**config.mk**
```make
export PLATFORM = sky130hd
export DESIGN_NAME = magic_packet_injector
export DESIGN_NICKNAME = d
export VERILOG_FILES = /design/src/rtl/magic_packet_injector.sv
export SDC_FILE = /design/constraint.sdc
export NUM_CORES = 1
export LEC_CHECK = 0
export CAP_MARGIN = 10
export CORE_UTILIZATION = 47
export CTS_CLUSTER_SIZE = 16
export DETAILED_ROUTE_END_ITERATION = 12
export GPL_TIMING_DRIVEN = 0
export HOLD_SLACK_MARGIN = 0.02
export PLACE_DENSITY = 0.75
export RECOVER_POWER = 50
export REMOVE_ABC_BUFFERS = 1
export SYNTH_ARGS = -nofsm -noshare
export SYNTH_HDL_FRONTEND = slang
export SYNTH_SLANG_ARGS = --single-unit
```
**constraint.sdc**
```tcl
create_clock -name clk -period 1.6 [get_ports clk]
set_input_delay 0.16 -clock clk [delete_from_list [all_inputs] [get_ports clk]]
set_output_delay 0.16 -clock clk [all_outputs]
set_load 0.005 [all_outputs]
```
**src/rtl/magic_packet_injector.sv**
```systemverilog
// Drives a filler stream, then one magic packet, into a FIFO under test, and drains it afterwards.
// Define LFSR_DATA_EN for a Galois LFSR filler generator; a plain counter is used otherwise.
module magic_packet_injector #(
  parameter int DEPTH  = 8,
  parameter int WIDTH  = 8,
  parameter int CNTWID = $clog2(DEPTH)
) (
  input  logic              clk,
  input  logic              rst,
  input  logic              go,
  input  logic [CNTWID-1:0] pre_cnt,
  input  logic [WIDTH-1:0]  magic_data,
  input  logic              full,
  input  logic              empty,
  output logic              push,
  output logic              pop,
  output logic [WIDTH-1:0]  data_in,
  output logic              start,
  output logic              busy,
  output logic              done
);

  typedef enum logic [2:0] {IDLE, FILL, MAGIC, DRAIN, DONE} state_t;

  state_t            state, state_next;
  logic [CNTWID-1:0] cnt, pre_lat, cnt_inc;
  logic [WIDTH-1:0]  magic_lat, gen, gen_adv, gen_seed, filler;

`ifdef LFSR_DATA_EN
  // Right-shifting Galois tap masks giving maximal-length sequences.
  function automatic logic [31:0] lfsr_taps(input int w);
    case (w)
      3:       return 32'h6;
      4:       return 32'hC;
      5:       return 32'h14;
      6:       return 32'h30;
      7:       return 32'h60;
      8:       return 32'hB8;
      16:      return 32'hB400;
      default: return 32'h0;
    endcase
  endfunction

  localparam logic [31:0]      TAPS32 = lfsr_taps(WIDTH);
  localparam logic [WIDTH-1:0] TAPS   = TAPS32[WIDTH-1:0];

  assign gen_seed = WIDTH'(1);
  assign gen_adv  = gen[0] ? ((gen >> 1) ^ TAPS) : (gen >> 1);
`else
  assign gen_seed = '0;
  assign gen_adv  = gen + WIDTH'(1);
`endif

  // A filler must never be mistaken for the magic packet downstream.
  assign filler  = (gen == magic_lat) ? ~gen : gen;
  assign cnt_inc = cnt + CNTWID'(1);
  assign busy    = (state != IDLE);

  always_comb begin
    state_next = state;
    push       = 1'b0;
    pop        = 1'b0;
    start      = 1'b0;
    done       = 1'b0;
    data_in    = '0;
    case (state)
      IDLE: begin
        if (go) state_next = (pre_cnt != '0) ? FILL : MAGIC;
      end
      FILL: begin
        push    = ~full;
        data_in = filler;
        if (!full && cnt_inc == pre_lat) state_next = MAGIC;
      end
      MAGIC: begin
        push    = ~full;
        start   = ~full;
        data_in = magic_lat;
        if (!full) state_next = DRAIN;
      end
      DRAIN: begin
        pop = ~empty;
        if (empty) state_next = DONE;
      end
      DONE: begin
        done       = 1'b1;
        state_next = IDLE;
      end
      default: state_next = IDLE;
    endcase
  end

  always_ff @(posedge clk) begin
    if (rst) begin
      state     <= IDLE;
      cnt       <= '0;
      pre_lat   <= '0;
      magic_lat <= '0;
      gen       <= '0;
    end else begin
      state <= state_next;
      case (state)
        IDLE: begin
          if (go) begin
            pre_lat   <= pre_cnt;
            magic_lat <= magic_data;
            cnt       <= '0;
            gen       <= gen_seed;
          end
        end
        FILL: begin
          if (!full) begin
            cnt <= cnt_inc;
            gen <= gen_adv;
          end
        end
        default: ;
      endcase
    end
  end

endmodule

```
==> flow_summary.ini <==
[global_route]
grt_pass1_vias = 1495
grt_overflow = 0
antenna_found_initial = 0
grt_pass1_wl_mm = 6.96
grt_util_all_layers_pct = 25.2
grt_start_max_net_pins = 21

[clock_network]
cts.reportedPaths.clkPinSlew_ns = 0.14
cts_tree = done
ctsLongestPathBuffers = 2
h-tree-depth = 1
ctsRootBufferMaster = clkbuf_4
numClockSinks = 25
clk_latency_ns = 0.33
numCtsBuffers = 3

[drt]
vias = 1781
wl_per_cell_um = 15.9
wl_mm = 4.90
drtIter0Drc = 99
dr.pass1.iters = 4
drc = 0
viasPerCell = 5.76
ant_nets = 0

[sta]
rsz0062_at_grt = yes
relSlewSlack_pct = 53.4
skew_ns = 0.00223
hold_violations = 0
finalMaxSlewViolations = 0
fmax_mhz = 458
setup_slack_ns = -0.586
min_period_ns = 2.19
setup_viol = 16
tightest_slew_ns = 0.697
finalCritPeriodShare_pct = 137

[floorplanning]
fp.dieW_um = 61.1
fp.coreArea_um2 = 3340
rows = 21
initial_core_util_pct = 49.1
ios = 29
die_h_um = 61.1
die-area_um2 = 3730

[place]
dpl.hpwl_mm = 2.54
io_buffers = 28
gp_congestion = 0.789
dp.cells = 265

[cells_and_area]
multi_input_area_um2 = 1210
drive_gt1_share_pct = 40.3
final_core_util_pct = 72.0
stdcell_count = 309
area_growth_pct = 46.5
final_nets = 282
fill_cells = 272
antenna_cells = 0
ff_latch_area_um2 = 546

[synth]
muxShareOfSynthArea_pct = 0
synth_simple_gate_area_share_pct = 31.8
synth_edf_count = 0
synthTopCellsByArea = dfxtp_1 (31%), a21oi_1 (8.5%), nand2_1 (6.6%), xor2_1 (5.3%), a311o_1 (4.9%)
synth_top_area_share_pct = 30.5
avgSynthCellArea_um2 = 7.84
synthFlopType = dfxtp_1
ys_ff_latch = 25
synthDistinctLibCells = 42
yosys_warnings = 0
synth_fa_ha_area_share_pct = 1.53
synth_top_area_cell = dfxtp_1
yosysSeqAreaShare_pct = 30.5
synth_cells = 209
syn-cell-area_um2 = 1640
synth_top_family_by_area = simple AND/OR/NAND/NOR gates
async_reset_ff_share_pct = 0
synthMostInstantiatedCell = nand2_1
synth_commonest_cells = nand2_1 (29), a21oi_1 (28), dfxtp_1 (25), nor2_1 (15), clkbuf_1 (11)
synth_xor_area_share_pct = 7.94
synth-compound-area-share_pct = 21.1

[setup_path]
slowest_stage = dfxtp_4
slowest_delay_ns = 0.39
cp-start-kind = register
crit_start = gen[4]
cp_cell_sequence = xor2_2 > nor4_4 > buf_4 > a2111oi_2 > a311o_1 > buf_2
worst_ep_required_time_ns = 1.44
arrival_ns = 2.03
r2r_start = state[1]
critical_path_class = reg -> out
worstPathMaxFanout = 5
end_kind = primary output

[flow_run]
maxCapViolCount = 0

[power]
power_density_nw_per_um2 = 1060
power_mw = 2.54
ir_drop_uv = 652
p_leak_nw = 0.937

[status]
failed_checks = negative setup slack
status = finished with violations

[min_path]
hold_path_startpoint = magic_data[1]
hold_path.class = in -> reg
registers in the layout, indices dropped and copies added (netlist names):
register,flops
cnt,3
gen,8
state,3
pre_lat,3
magic_lat,8
routing by layer:
layer | vias up | track usage [%] | wire length [um] | part of all wire, %
met2 | 65 | 45.5 | 2580 | 53
met3 | 10 | 3.36 | 213 | 4.3
met4 | 0 | 7.79 | 98 | 2.0
li1 | 855 | - | - | -
met5 | - | 0 | 0 | 0
met1 | 851 | 31.0 | 2010 | 41
what timing repair did:
action | in CTS | in global routing
setup endpoints to repair | 37 | 20
setup buffers | 29 | 10
hold buffers | 0 | 0
pin swaps | 7 | 10
gates resized for setup | 83 | 35
gates cloned | 0 | 1
final timing paths:
kind / endpoint / slack (ns) / depth (start not counted)
setup / recovery: data_in[3] / -0.59 / 6
hold / removal: magic_lat[1] / 0.35 / 3
setup reg to reg: gen[4] / -0.05 / 7
hold reg to reg: cnt[1] / 0.47 / 2
layout make-up:
cell class                      instances  area share (%)
Timing Repair Buffer                   67            22.7
Clock inverter                          1           0.313
Multi-Input combinational cell        163            50.3
Sequential cell                        25            22.7
Clock buffer                            3           0.938
Tap cell                               46            2.40
Inverter                                4           0.625
kinds of logic (layout without fill, tap and decap cells):
kind of cell    count (synthesis)  in the layout
simple gates                   93             94
flops                          25             25
buf+inv                        22             75
fa+ha+maj                       2              2
compound gates                 53             53
xor+xnor                       14             14
critical path: cells and delay by family, from the launching register on:
kind / cells / cell delay, ns
buffers and inverters: 2 / 0.35
AO/OA/AOI/OAI: 2 / 0.41
AND/OR/NAND/NOR: 1 / 0.37
XOR/XNOR: 1 / 0.18
flip-flops: 1 / 0.39
cell usage in the layout, fill, tap and decap left out, drive strengths merged, types with 8 or more instances in the layout:
cell,n
nor2,16
nor3b,9
dfxtp,25
a21oi,28
nand2,29
clkdlybuf4s50,14
nand3b,8
clkbuf,8
xor2,11
a311o,8
buf,45
power breakdown:
group	total (mW)	switching, mW	leakage, nW	internal, mW
clock network	0.300	0.204	0.0139	0.0958
logic	1.46	0.715	0.708	0.750
registers	0.779	0.0876	0.214	0.692
through the flow:
step	setup WS, ns	hold WS, ns	setup TNS, ns	area [um2]
after floorplan	-0.250	0.229	-2.02	1540
after global placement	-1.17	0.450	-17.36	1880
after detailed placement	-1.11	0.451	-17.97	1880
after CTS	-0.519	0.361	-3.97	2240
after global routing	-0.671	0.357	-6.45	2400
final	-0.586	0.354	-4.69	2400
Note: power is estimated with default switching activity, not from simulation.
